<file path="src/rtl/stream_carry_adder_pkg.sv">
// Shared types and sizing for the stream carry adder and its prefix network.
package stream_carry_adder_pkg;

  localparam int unsigned DEFAULT_W = 16;

  // Index width of the prefix network, which spans W+1 positions (carry-in plus W bits)
  function automatic int unsigned net_idx_w(input int unsigned n);
    return $clog2(n + 1);
  endfunction

  localparam int unsigned NET_IDX_W = net_idx_w(DEFAULT_W);

  typedef enum logic {
    CH_FIRST = 1'b0,
    CH_MID   = 1'b1
  } chain_state_t;

  typedef struct packed {
    logic first;
    logic last;
    logic sub;
  } beat_ctl_t;

endpackage

</file>
<file path="src/rtl/brent_kung.sv">
// Brent-Kung parallel prefix network over N+1 (generate, propagate) positions.
// carry[i] is the group generate of positions 0..i.
module brent_kung
  import stream_carry_adder_pkg::*;
#(
  parameter int unsigned N  = DEFAULT_W,
  parameter int unsigned IW = NET_IDX_W
) (
  input  logic [N:0] gen,
  input  logic [N:0] prop,
  output logic [N:0] carry
);

  localparam int unsigned M      = N + 1;
  localparam int unsigned LEVELS = $clog2(M);

  logic [N:0] gt;
  logic [N:0] pt;

  // Up-sweep builds power-of-two spans; down-sweep fills the remaining prefixes
  always_comb begin
    gt = gen;
    pt = prop;
    for (int lvl = 0; lvl < int'(LEVELS); lvl++) begin
      for (int i = (2 << lvl) - 1; i < int'(M); i += (2 << lvl)) begin
        gt[IW'(i)] = gt[IW'(i)] | (pt[IW'(i)] & gt[IW'(i - (1 << lvl))]);
        pt[IW'(i)] = pt[IW'(i)] & pt[IW'(i - (1 << lvl))];
      end
    end
    for (int lvl = int'(LEVELS) - 1; lvl >= 0; lvl--) begin
      for (int i = (3 << lvl) - 1; i < int'(M); i += (2 << lvl)) begin
        gt[IW'(i)] = gt[IW'(i)] | (pt[IW'(i)] & gt[IW'(i - (1 << lvl))]);
        pt[IW'(i)] = pt[IW'(i)] & pt[IW'(i - (1 << lvl))];
      end
    end
    carry = gt;
  end

endmodule

</file>
<file path="src/rtl/stream_carry_adder.sv">
// Two-stage streaming multi-word adder/subtractor; carries chain across beats
// of one operation, least-significant word first.
module stream_carry_adder
  import stream_carry_adder_pkg::*;
#(
  parameter int unsigned W = DEFAULT_W
) (
  input  logic         clk,
  input  logic         rst_n,
  input  logic         in_valid,
  output logic         in_ready,
  input  logic [W-1:0] in_a,
  input  logic [W-1:0] in_b,
  input  logic         in_first,
  input  logic         in_last,
  input  logic         in_sub,
  output logic         out_valid,
  input  logic         out_ready,
  output logic [W-1:0] out_sum,
  output logic         out_last,
  output logic         out_cout,
  output logic         out_ovf
);

  chain_state_t chain_q;
  chain_state_t chain_d;
  logic         beat_first_c;
  logic         beat_sub_c;
  logic         sub_q;
  logic [W-1:0] b_eff_c;

  logic         s2_adv_c;
  logic         s1_adv_c;
  logic         in_xfer_c;

  logic         s1_valid;
  logic [W-1:0] s1_g;
  logic [W-1:0] s1_p;
  beat_ctl_t    s1_ctl;

  logic         carry_q;
  logic         cin_c;
  logic [W:0]   c_c;

  assign s2_adv_c  = !out_valid || out_ready;
  assign s1_adv_c  = !s1_valid || s2_adv_c;
  assign in_ready  = rst_n && s1_adv_c;
  assign in_xfer_c = in_valid && in_ready;

  // Chain tracking: after a last beat (or reset) the next beat opens a new operation
  always_ff @(posedge clk) begin
    if (!rst_n) chain_q <= CH_FIRST;
    else        chain_q <= chain_d;
  end

  always_comb begin
    chain_d = chain_q;
    if (in_xfer_c) chain_d = in_last ? CH_FIRST : CH_MID;
  end

  always_comb begin
    beat_first_c = in_first;
    if (chain_q == CH_FIRST) beat_first_c = 1'b1;
    beat_sub_c = beat_first_c ? in_sub : sub_q;
  end

  always_ff @(posedge clk) begin
    if (!rst_n)                          sub_q <= 1'b0;
    else if (in_xfer_c && beat_first_c)  sub_q <= in_sub;
  end

  assign b_eff_c = beat_sub_c ? ~in_b : in_b;

  // Stage 1: per-bit generate/propagate plus beat control
  always_ff @(posedge clk) begin
    if (!rst_n) begin
      s1_valid <= 1'b0;
      s1_g     <= '0;
      s1_p     <= '0;
      s1_ctl   <= '0;
    end else if (s1_adv_c) begin
      s1_valid <= in_xfer_c;
      if (in_xfer_c) begin
        s1_g   <= in_a & b_eff_c;
        s1_p   <= in_a ^ b_eff_c;
        s1_ctl <= '{first: beat_first_c, last: in_last, sub: beat_sub_c};
      end
    end
  end

  assign cin_c = s1_ctl.first ? s1_ctl.sub : carry_q;

  brent_kung #(
    .N  (W),
    .IW (net_idx_w(W))
  ) u_bk (
    .gen   ({s1_g, cin_c}),
    .prop  ({s1_p, 1'b0}),
    .carry (c_c)
  );

  // Stage 2: result straight into the output registers; chain carry follows loads only
  always_ff @(posedge clk) begin
    if (!rst_n) begin
      out_valid <= 1'b0;
      out_sum   <= '0;
      out_last  <= 1'b0;
      out_cout  <= 1'b0;
      out_ovf   <= 1'b0;
      carry_q   <= 1'b0;
    end else if (s2_adv_c) begin
      out_valid <= s1_valid;
      if (s1_valid) begin
        out_sum  <= s1_p ^ c_c[W-1:0];
        out_last <= s1_ctl.last;
        out_cout <= s1_ctl.last & c_c[W];
        out_ovf  <= s1_ctl.last & (c_c[W] ^ c_c[W-1]);
        carry_q  <= c_c[W];
      end
    end
  end

endmodule

</file>
<file path="config.mk">
export PLATFORM = sky130hd
export DESIGN_NAME = stream_carry_adder
export DESIGN_NICKNAME = d
export VERILOG_FILES = /design/src/rtl/stream_carry_adder_pkg.sv /design/src/rtl/brent_kung.sv /design/src/rtl/stream_carry_adder.sv
export SDC_FILE = /design/constraint.sdc
export NUM_CORES = 1
export LEC_CHECK = 0
export CORE_MARGIN = 1
export CORE_UTILIZATION = 52
export DETAILED_ROUTE_END_ITERATION = 7
export PLACE_DENSITY = 0.79
export SYNTH_ARGS = -nofsm -noshare
export SYNTH_HDL_FRONTEND = slang
export SYNTH_HIERARCHICAL = 1
export SYNTH_SLANG_ARGS = --single-unit
</file>
<file path="constraint.sdc">
create_clock -name clk -period 2.2 [get_ports clk]
set_input_delay 0.33 -clock clk [delete_from_list [all_inputs] [get_ports clk]]
set_output_delay 0.33 -clock clk [all_outputs]
set_load 0.05 [all_outputs]
</file>
==> Flow_metrics.wiki <==
{| class="wikitable"
! Metric !! Value
|-
| Vias in the first global route || 2457
|-
| Antenna diode count || 0
|-
| Fillcell total || 452
|-
| Core Rows || 27
|-
| Clock tree from TritonCTS || yes
|-
| Global-route wire length before repair || 11100 um
|-
| Wirelength per Cell || 13.6 um
|-
| Initial standard-cell utilization of the core || 0.554
|-
| Boundary pin count || 60
|-
| Remaining number of nets flagged by the antenna check after routing || 0
|-
| Max-slew violation count || 0
|-
| Critical path data required time || 2.46 ns
|-
| Worst supply voltage drop on vdd || 384 uV
|-
| Sum of overflow across all layers after global routing || 0
|-
| Measured slew at the worst slew-check pin || 0.496 ns
|-
| Placeable core area || 5640 um2
|-
| CTS max path bufs || 2
|-
| Static Leak || 1.62 nW
|-
| Number of hold-slack violations in the final timing report || 0
|-
| Cell area after technology mapping || 3120 um2
|-
| Layout cells sized above 1 || 0.0900
|-
| Number of detailed-route iterations in the first pass || 4
|-
| Die footprint || 6320 um2
|-
| Routability-driven placement congestion ratio || 0.808
|-
| Clock H-tree levels || 3
|-
| FMAX || 481 MHz
|-
| Clock buffer count from CTS || 9
|-
| Setup slack of the most critical reg-to-reg path || 0.12 ns
|-
| Cts-stage hold buffer count || 0
|-
| Max-cap check violation count || 0
|-
| Gate Count Post-Synth || 349
|-
| Detailed Route Iter0 Violations || 128
|-
| Minimum period implied by the final worst setup slack || 2.08 ns
|-
| Worst-path clk slew || 0.06 ns
|-
| Routed vias/inst || 5.40
|-
| Post-Syn Area per Cell || 8.95 um2
|-
| Final wirelength || 6580 um
|-
| Total Neg Setup Slack || 0 ns
|-
| Count of input and output buffers || 59
|-
| Source-to-sink clock delay at the later pin of the worst-skew pair || 0.34 ns
|-
| Reg area || 1180 um2
|-
| Overall fraction of global-route tracks in use || 0.229
|-
| Die boundary width || 79.5 um
|-
| Max-Slew Margin vs Limit || 0.668
|-
| Clk sinks || 59
|-
| Crit share post-route || 0.945
|-
| Hold Crit Class || flip-flop to flip-flop
|-
| Category of the critical setup timing path || flip-flop to flip-flop
|-
| Kind of launch point of the worst setup path || flip-flop
|-
| Final number of setup-violating endpoints || 0
|-
| Signal arrival time at the worst endpoint || 2.34 ns
|-
| Area delta synth->final || 28.9%
|-
| Outcome || finished clean
|-
| Warnings, synthesis || 6
|-
| Root Driver || sky130_fd_sc_hd__clkbuf_8
|-
| Number of nets in the layout || 461
|-
| Setup skew after layout || 0.00610 ns
|-
| Number of antenna violations at the first check in global routing || 0
|-
| Total power per unit cell area || 730 nW/um2
|-
| Post-layout total power || 0.00294 W
|-
| Area taken by multi-input logic gates || 1800 um2
|-
| Estimated wirelength of the detail-placed design || 4700 um
|-
| Worst Setup End Kind || flip-flop
|-
| Die Ht || 79.5 um
|-
| # DRC || 0
|-
| Vias post-DR || 2607
|-
| Net count of the mapped netlist || 404
|-
| CP Max Fanout || 4
|-
| Pin count of the biggest net entering global routing || 74
|}
[sequential cells by signal (all words and copies together) (netlist names)]
register / cells
s1_p: 16
out_last: 1
s1_valid: 1
out_sum: 16
chain_q: 1
sub_q: 1
s1_g: 16
carry_q: 1
s1_ctl: 3
out_cout: 1
out_ovf: 1
out_valid: 1
[worst paths after layout]
kind / startpoint / endpoint / depth (start not counted)
setup reg to reg: s1_ctl[2] / out_sum[6] / 7
hold / removal: s1_g[6] / s1_g[6] / 2
hold reg to reg: s1_g[6] / s1_g[6] / 2
setup / recovery: s1_ctl[2] / out_sum[6] / 7
[stage by stage]
| stage | instance area [um2] | std cells | util | hold WS (ns) | setup slack, ns |
|---|---|---|---|---|---|
| 3_3_place_gp | 3790 | 467 | 0.671 | 0.448 | 0.128 |
| 5_1_grt | 4030 | 483 | 0.714 | 0.477 | -0.00819 |
| 2_1_floorplan | 3120 | 349 | - | 0.438 | 0.282 |
| 6_report | 4030 | 483 | 0.714 | 0.460 | 0.122 |
| 4_1_cts | 4010 | 483 | 0.711 | 0.463 | 0.0801 |
| 3_5_place_dp | 3790 | 467 | 0.671 | 0.454 | 0.0890 |
[cells in the final DEF (no fill, tap or decap), drive strengths merged, types with 7 or more instances in the layout]
cell type,instances
o21ai,10
mux2i,37
ha,16
clkdlybuf4s50,57
nand3,7
inv,8
clkbuf,11
xnor2,32
a21oi,28
nor2,7
a211oi,18
buf,11
a21o,7
nand2,78
dfxtp,59
[critical path: stages, from the launching register on]
cell and delay (ns):
sky130_fd_sc_hd__dfxtp_1 0.34, sky130_fd_sc_hd__mux2_2 0.36, sky130_fd_sc_hd__a21o_1 0.21, sky130_fd_sc_hd__a31o_4 0.28
sky130_fd_sc_hd__a21o_1 0.21, sky130_fd_sc_hd__a31o_1 0.23, sky130_fd_sc_hd__xnor2_1 0.15, sky130_fd_sc_hd__a211oi_2 0.22
[routing by layer]
layer | vias up | global-route usage | share of wire
met4 | 0 | 0.116 | 0.014
li1 | 1321 | - | -
met2 | 69 | 0.368 | 0.47
met3 | 7 | 0.0377 | 0.050
met5 | - | 0 | 0
met1 | 1210 | 0.295 | 0.47
[power by group]
group | total, W | switching [W] | internal [W]
clock | 0.00110 | 0.000411 | 0.000693
combinational | 0.000608 | 0.000317 | 0.000291
sequential | 0.00123 | 0.0000780 | 0.00115
total | 0.00294 | 0.000806 | 0.00213
[repair_timing]
item	CTS	global route
setup endpoints to repair	0	4
buffers inserted	0	0
gates resized for setup	0	2
[layout make-up]
| type | count | area share |
|---|---|---|
| Multi-Input combinational cell | 260 | 0.447 |
| Inverter | 8 | 0.00746 |
| Timing Repair Buffer | 68 | 0.174 |
| Clock buffer | 11 | 0.0376 |
| Tap cell | 72 | 0.0224 |
| Clock inverter | 5 | 0.0186 |
| Sequential cell | 59 | 0.293 |
Note: power is estimated with default switching activity, not from simulation.
